### src/rtl/riscv_micro_pkg.sv
// Shared fetch/decode constants and the fetch-entry type.
package riscv_micro_pkg;

  localparam int INST_W = 32;
  localparam int PC_INC = 4;
  localparam logic [INST_W-1:0] NOP_INST = 32'h0000_0013;
  localparam int ENTRY_PC_W = 32;

  typedef struct packed {
    logic [ENTRY_PC_W-1:0] pc;
    logic [INST_W-1:0]     inst;
  } fetch_entry_t;

endpackage

### src/rtl/fetch_fifo.sv
// Small power-of-two FIFO for fetched {pc, inst} entries; flush empties it in one cycle.
module fetch_fifo #(
  parameter int DEPTH = 4,
  parameter int W     = 44
) (
  input  logic                     clk,
  input  logic                     rst,
  input  logic                     flush,
  input  logic                     push,
  input  logic [W-1:0]             push_data,
  input  logic                     pop,
  output logic [$clog2(DEPTH):0]   count,
  output logic                     head_valid,
  output logic [W-1:0]             head_data
);

  localparam int AW = $clog2(DEPTH);
  localparam int CW = AW + 1;

  logic [W-1:0]  mem [DEPTH];
  logic [AW-1:0] wr_ptr;
  logic [AW-1:0] rd_ptr;
  logic          push_en;
  logic          pop_en;

  assign push_en    = push && !flush;
  assign pop_en     = pop && head_valid && !flush;
  assign head_valid = (count != '0);
  // Empty FIFO presents zeros rather than stale storage.
  assign head_data  = head_valid ? mem[rd_ptr] : '0;

  always_ff @(posedge clk) begin
    if (rst || flush) begin
      wr_ptr <= '0;
      rd_ptr <= '0;
      count  <= '0;
    end else begin
      if (push_en) wr_ptr <= wr_ptr + 1'b1;
      if (pop_en)  rd_ptr <= rd_ptr + 1'b1;
      count <= count + CW'(push_en) - CW'(pop_en);
    end
  end

  always_ff @(posedge clk) begin
    if (push_en && !rst) mem[wr_ptr] <= push_data;
  end

endmodule

### src/rtl/fetch_queue.sv
// Instruction-fetch front end: owns fetch PC, credit-limited imem reads, redirect flush.
// Optional FETCH_STALL_COUNT_EN adds a saturating decode-starvation counter (stall_count).
module fetch_queue
  import riscv_micro_pkg::*;
#(
  parameter int              PC_W     = 12,
  parameter int              DEPTH    = 4,
  parameter logic [PC_W-1:0] RESET_PC = '0
) (
  input  logic              clk,
  input  logic              rst,
  output logic              imem_req,
  output logic [PC_W-1:0]   imem_addr,
  input  logic [31:0]       imem_rdata,
  input  logic              redirect,
  input  logic [PC_W-1:0]   redirect_pc,
  output logic              inst_valid,
  output logic [31:0]       inst_data,
  output logic [PC_W-1:0]   inst_pc,
`ifdef FETCH_STALL_COUNT_EN
  output logic [31:0]       stall_count,
`endif
  input  logic              inst_ready
);

  localparam int CW = $clog2(DEPTH) + 1;
  localparam int EW = PC_W + INST_W;

  // Handshake: decode takes the head entry on any cycle with inst_valid && inst_ready.
  logic [CW-1:0]   count;
  logic [CW:0]     credit_used;
  logic            inflight_q;
  logic [PC_W-1:0] fetch_pc_q;
  logic [PC_W-1:0] req_pc_q;
  logic            pop;
  logic            push;
  logic [EW-1:0]   head_data;

  assign pop = inst_valid && inst_ready;
  // A return in the redirect cycle belongs to the squashed path.
  assign push = inflight_q && !redirect;

  // Slots committed = entries that survive this cycle plus the read already in flight.
  assign credit_used = {1'b0, count} - {{CW{1'b0}}, pop} + {{CW{1'b0}}, inflight_q};
  assign imem_req    = !rst && !redirect && (credit_used < (CW+1)'(DEPTH));
  assign imem_addr   = fetch_pc_q;

  always_ff @(posedge clk) begin
    if (rst) begin
      fetch_pc_q <= RESET_PC;
      inflight_q <= 1'b0;
      req_pc_q   <= '0;
    end else if (redirect) begin
      fetch_pc_q <= {redirect_pc[PC_W-1:2], 2'b00};
      inflight_q <= 1'b0;
    end else begin
      inflight_q <= imem_req;
      if (imem_req) begin
        fetch_pc_q <= fetch_pc_q + PC_W'(PC_INC);
        req_pc_q   <= fetch_pc_q;
      end
    end
  end

  fetch_fifo #(
    .DEPTH (DEPTH),
    .W     (EW)
  ) u_fifo (
    .clk        (clk),
    .rst        (rst),
    .flush      (redirect),
    .push       (push),
    .push_data  ({req_pc_q, imem_rdata}),
    .pop        (pop),
    .count      (count),
    .head_valid (inst_valid),
    .head_data  (head_data)
  );

  assign inst_pc   = head_data[EW-1:INST_W];
  assign inst_data = head_data[INST_W-1:0];

`ifdef FETCH_STALL_COUNT_EN
  always_ff @(posedge clk) begin
    if (rst) begin
      stall_count <= '0;
    end else if (inst_ready && !inst_valid && (stall_count != 32'hFFFF_FFFF)) begin
      stall_count <= stall_count + 32'd1;
    end
  end
`endif

endmodule
### config.mk
export PLATFORM = sky130hd
export DESIGN_NAME = fetch_queue
export DESIGN_NICKNAME = d
export VERILOG_FILES = /design/src/rtl/riscv_micro_pkg.sv /design/src/rtl/fetch_fifo.sv /design/src/rtl/fetch_queue.sv
export SDC_FILE = /design/constraint.sdc
export NUM_CORES = 1
export LEC_CHECK = 0
export BUFFER_PORTS_ARGS = -buffer_cell sky130_fd_sc_hd__buf_2
export CAP_MARGIN = 20
export CORE_MARGIN = 3
export CORE_UTILIZATION = 40
export CTS_BUF_LIST = sky130_fd_sc_hd__clkbuf_8 sky130_fd_sc_hd__clkbuf_16
export DETAILED_ROUTE_END_ITERATION = 6
export HOLD_SLACK_MARGIN = 0.08
export MAX_ROUTING_LAYER = met4
export PLACE_DENSITY = 0.59
export SETUP_SLACK_MARGIN = 0.5
export SLEW_MARGIN = 20
export SYNTH_ARGS = -nofsm -noshare
export SYNTH_HDL_FRONTEND = slang
export SYNTH_SLANG_ARGS = --single-unit
### constraint.sdc
create_clock -name clk -period 4.9 [get_ports clk]
set_clock_uncertainty 0.05 [all_clocks]
set_input_delay 0.98 -clock clk [delete_from_list [all_inputs] [get_ports clk]]
set_output_delay 0.98 -clock clk [all_outputs]
set_load 0.05 [all_outputs]
==> run summary, run 1 <==
overall power -> 3.44 mW
final hold violation count -> 0
leak pwr -> 3.30 nW
routability cong. -> 0.809
Crit Path Max Fanout -> 18
crit path time final -> 4.06 ns
Max-slew headroom -> 0.329
WS Path Type -> input pin to output port
dominant cell type by area after synthesis -> edfxtp_1
Post-synth EDFFs -> 168
CP Launch Type -> input pin
post-route ant nets -> 0
crit path DAT -> 3.03 ns
initial antenna violation count -> 0
Initial Util -> 0.412
Synth Cell Area -> 8160 µm²
vias -> 4,496
Max Slew Vio Count -> 0
Core ar. -> 19,800 µm²
Die Span X -> 149 µm
Sw Pwr -> 0.807 mW
ant diodes -> 0
row count -> 51
DRT iter0 DRCs -> 308
Worst Setup End Kind -> output port
setup violators final -> 0
Post-synth top cells -> 168 x edfxtp_1, 48 x nor2b_1, 42 x mux4_2
internal power -> 2.63 mW
total die area -> 22,100 µm²
area growth from synthesis to final layout -> 16.4%
synthesized instance count -> 476
count of different cell masters after synthesis -> 56
required time of the worst setup path -> 3.87 ns
Post-CTS Setup Repair Bufs -> 0
Final TNS setup -> 0 ns
CTS-repair resized insts -> 0
Max clock buf depth -> 2
I/O pin total -> 106
register bit count reported by yosys -> 198
Reg power frac -> 0.542
nets@finish -> 632
Sink Count -> 198
Max VDD drop -> 0.239 mV
combinational share of power -> 0.063
post-synthesis sequential area ratio -> 0.692
Tot GR Track Use -> 0.154
Congestion Overflow GR -> 0
clock latency on the worst-skew pair -> 0.43 ns
Fmax -> 246 MHz
reg-to-reg setup timing slack -> 2.30 ns
yosys warns -> 0
clk root buf -> clkbuf_16
Detailed Routing Iterations Pass 1 -> 4
dpl hpwl -> 9.99 mm
ratio of cells with drive above 1 in the final layout -> 0.326
period utilization -> 0.829
FFs w/ async S/R, synth -> 0
Synth area leaders -> edfxtp_1 62%, mux4_2 12%, dfxtp_1 7.4%
max-cap violation count -> 0
CTS tree -> yes
largest net degree at the start of global routing -> 46
Max H-tree Level -> 4
top-area cell type share of the netlist area -> 0.618
DIE HEIGHT -> 149 µm
Routed WL -> 16.0 mm
power share of the clock group -> 0.395
RSZ-0062 raised after global routing -> false
Fill cells -> 1,720
switching part of the total power -> 0.235
vias in the first global route -> 4,518
WHS -> 0.459 ns
dominant cell by count in the synthesized netlist -> edfxtp_1
final worst-path setup slack -> 0.839 ns
Place WS -> 0.893 ns
drt drc -> 0
syn_area_per_cell -> 17.1 µm²
DR WL/cell -> 18.8 µm
CTS buffer count -> 17
fin util -> 0.480
outcome -> finished, final reports clean
Synth Flop Type -> edfxtp_1
worst hold path type -> register to register
I/O Buffers -> 99
vias per inst -> 5.29
Power Density -> 362 nW/µm²
actual slew at the worst max-slew pin -> 1.01 ns
first-pass GRT wire length -> 25.3 mm
Clock transition at path regs -> 0.07 ns
cts hold-fix bufs -> 0
final timing paths:
| kind | start | end | depth (start not counted) |
|---|---|---|---|
| hold reg to reg | req_pc_q[4] | u_fifo.mem[2][36] | 0 |
| setup reg to reg | u_fifo.count[2] | imem_addr[5] | 9 |
| setup / recovery | inst_ready | imem_req | 9 |
| hold / removal | req_pc_q[4] | u_fifo.mem[2][36] | 0 |
routing by layer:
layer	up-vias	global-route usage	part of all wire
li1	2079	-	-
met1	2261	0.203	0.45
met2	139	0.243	0.49
met3	17	0.0349	0.053
met4	0	0.0412	0.010
met5	-	-	0
registers in the layout, indices dropped and copies added, names as in the netlist, named ones only:
signal	flops
u_fifo.mem	168
imem_addr	10
req_pc_q	10
u_fifo.count	3
u_fifo.rd_ptr	2
u_fifo.wr_ptr	2
inflight_q	1
power groups by stage:
stage               Combinational, mW  Clock (mW)  Sequential, mW
floorplan                       0.132           0            1.92
global placement                0.213           0            1.90
detailed placement              0.218           0            1.90
CTS                             0.219        1.39            1.87
global route                    0.234        1.46            1.87
finish                          0.217        1.36            1.87
cell families (layout without fill, tap and decap cells):
kind of cell / Yosys count / in the layout / synth area share
buffers and inverters: 48 / 154 / 0.0259
muxes: 43 / 43 / 0.117
xor gates and xnor gates: 4 / 4 / 0.00429
adders and majority gates: 12 / 12 / 0.0193
DFF: 198 / 198 / 0.692
and+or+nand+nor: 118 / 118 / 0.0873
other: 1 / 4 / 0.000460
AOI/OAI and AO/OA: 52 / 52 / 0.0537
stage by stage:
stage | instance area [µm²] | cells
floorplan | 8170 | 479
finish | 9500 | 850
global route | 9500 | 850
detailed placement | 8920 | 818
CTS | 9500 | 850
global placement | 8920 | 818
cells in the final DEF (no fill, tap or decap), drive strengths merged, types with 4 or more instances in the layout:
cell type and n:
clkbuf 17, a21oi 11, clkinv 4, mux4 42
and2 4, dfxtp 30, inv 24, buf 107
and3 10, o2111a 4, nor2b 48, nand4 15
ha 11, conb 4, nor2 16, edfxtp 168
o31ai 9, nor3 5
worst max-delay path, stage by stage:
cell and delay, ns:
buf_2 0.10, nor2b_1 0.13, ha_1 0.15, inv_1 0.04
ha_1 0.33, nand4bb_1 0.24, and3_4 0.34, nor3_1 0.38
buf_2 0.34
cell type report:
class                   instances  area (µm²)  area share
flip-flops and latches        198        5650       0.595
multi-input cells             233        2320       0.245
repair buffers                107         556      0.0585
clock buffers                  17         425      0.0448
well taps                     265         332      0.0349
clock inverters                15         155      0.0163
inverters                      15        56.3     0.00593
(Power assumes the default switching activity.)
==> run 2: changes to the inputs <==
- clock period: 4.9 -> 3.86 ns (I/O delays scaled with it)
==> run summary, run 2 (synthesis results as in run 1) <==
placed instance area -> 9000 µm²
commonest non-fill, non-tap cell in the layout -> edfxtp_1
Final TNS setup -> 0 ns
DIE HEIGHT -> 149 µm
clk root buf -> clkbuf_16
Fmax -> 314 MHz
period utilization -> 0.826
vias in the first global route -> 4,721
Hold Path Depth -> 0
actual slew at the worst max-slew pin -> 0.652 ns
Max Slew Vio Count -> 0
Crit Path Max Fanout -> 5
worst setup path start -> inst_ready
Hold EP -> u_fifo.mem[3][41]
Tot GR Track Use -> 0.156
Sink Count -> 198
Reg area -> 5650 µm²
crit path time final -> 3.19 ns
largest net degree at the start of global routing -> 46
R2R cell count -> 9
Final Instance Count excl. Fillers -> 859
Placed Instances -> 824
final hold violation count -> 0
number of flip-flops in the largest register -> 168
crit path DAT -> 2.37 ns
total die area -> 22,100 µm²
max-cap violation count -> 0
Core ar. -> 19,800 µm²
post-route ant nets -> 0
clock latency on the worst-skew pair -> 0.42 ns
cts hold-fix bufs -> 0
Final Cell Area -> 9680 µm²
I/O pin total -> 106
Congestion Overflow GR -> 0
commonest non-fill, non-tap cells in the layout -> 168 x edfxtp_1, 98 x buf_2, 48 x nor2b_1
worst hold path type -> register to register
required time of the worst setup path -> 3.04 ns
CTS buffer count -> 17
first-pass GRT wire length -> 25.8 mm
setup violators final -> 0
Clock transition at path regs -> 0.07 ns
vias per inst -> 5.28
Largest Register -> u_fifo.mem
outcome -> finished, final reports clean
Max clock buf depth -> 2
nets@finish -> 640
Initial Util -> 0.412
DR WL/cell -> 19.2 µm
WS Path Type -> input pin to output port
Max H-tree Level -> 4
area occupied by multi-input gates -> 2380 µm²
row count -> 51
dpl hpwl -> 10.5 mm
DRT iter0 DRCs -> 235
worst flop-to-flop path endpoint -> imem_addr[6]
vias -> 4,533
CTS tree -> yes
reg-to-reg setup timing slack -> 1.26 ns
worst r2r src -> u_fifo.count[0]
Place WS -> 0.435 ns
leak pwr -> 3.36 nW
CP Launch Type -> input pin
area growth from synthesis to final layout -> 18.6%
Power Density -> 457 nW/µm²
I/O Buffers -> 99
Fill cells -> 1,701
ratio of cells with drive above 1 in the final layout -> 0.351
RSZ-0062 raised after global routing -> false
Max VDD drop -> 0.297 mV
hold path startpoint -> req_pc_q[9]
initial antenna violation count -> 1
drt drc -> 0
Routed WL -> 16.5 mm
Max-slew headroom -> 0.564
Worst Setup End Kind -> output port
final worst-path setup slack -> 0.672 ns
routability cong. -> 0.826
Detailed Routing Iterations Pass 1 -> 4
Die Span X -> 149 µm
[run 2: cell count changes in the layout (fill, tap and decap cells not counted), moves of 2 or more]
cell	change
buf_4	+5
dfxtp_2	+3
inv_8	-4
nor3_4	+2
clkinv_4	+2
dfxtp_1	-3
clkinvlp_4	+2
buf_12	+3
[run 2: worst max path at each step]
stage / slack [ns] / to
detailed placement: 0.43 / imem_req
global placement: 0.45 / imem_req
floorplan: 0.55 / imem_req
finish: 0.67 / imem_req
CTS: 0.59 / imem_req
global route: 0.56 / imem_req
[run 2: repair_timing]
action,in CTS,in global routing
resized for setup,1,9
buffers inserted,1,1
setup endpoints to repair,1,2
pin swaps,1,1
cloned,0,0
[run 2: power by group]
group,switching [mW],internal (mW)
clock,0.797,0.970
combinational,0.195,0.0891
sequential,0.0272,2.34
total,1.02,3.40
[run 2: cell type report]
class | count | area share
inverter | 15 | 0.00582
clock inverter | 15 | 0.0175
antenna | 1 | 0.000259
sequential | 198 | 0.584
timing repair buffer | 115 | 0.0681
multi-input combinational | 233 | 0.246
tap | 265 | 0.0343
clock buffer | 17 | 0.0440
[run 2: per-stage QoR]
| stage | power (mW) | util | hold WS, ns |
|---|---|---|---|
| final | 4.42 | 0.489 | 0.460 |
| after global routing | 4.56 | 0.489 | 0.481 |
| after CTS | 4.45 | 0.486 | 0.465 |
| after detailed placement | 2.70 | 0.455 | 0.452 |
| after global placement | 2.69 | 0.455 | 0.428 |
| after floorplan | 2.60 | - | 0.410 |
[run 2: layer usage]
metal,vias to the layer above,global-route usage,part of all wire
met3,11,0.0346,0.040
met2,108,0.254,0.50
met5,-,-,0
met4,0,0.0439,0.0098
li1,2104,-,-
met1,2310,0.199,0.45
[run 2: critical path: stages]
cell and delay, ns:
buf_2 0.10, nor2b_1 0.13, ha_1 0.14, inv_1 0.06
ha_4 0.30, and3b_2 0.22, o2111ai_2 0.19, nor3_4 0.27
buf_6 0.19
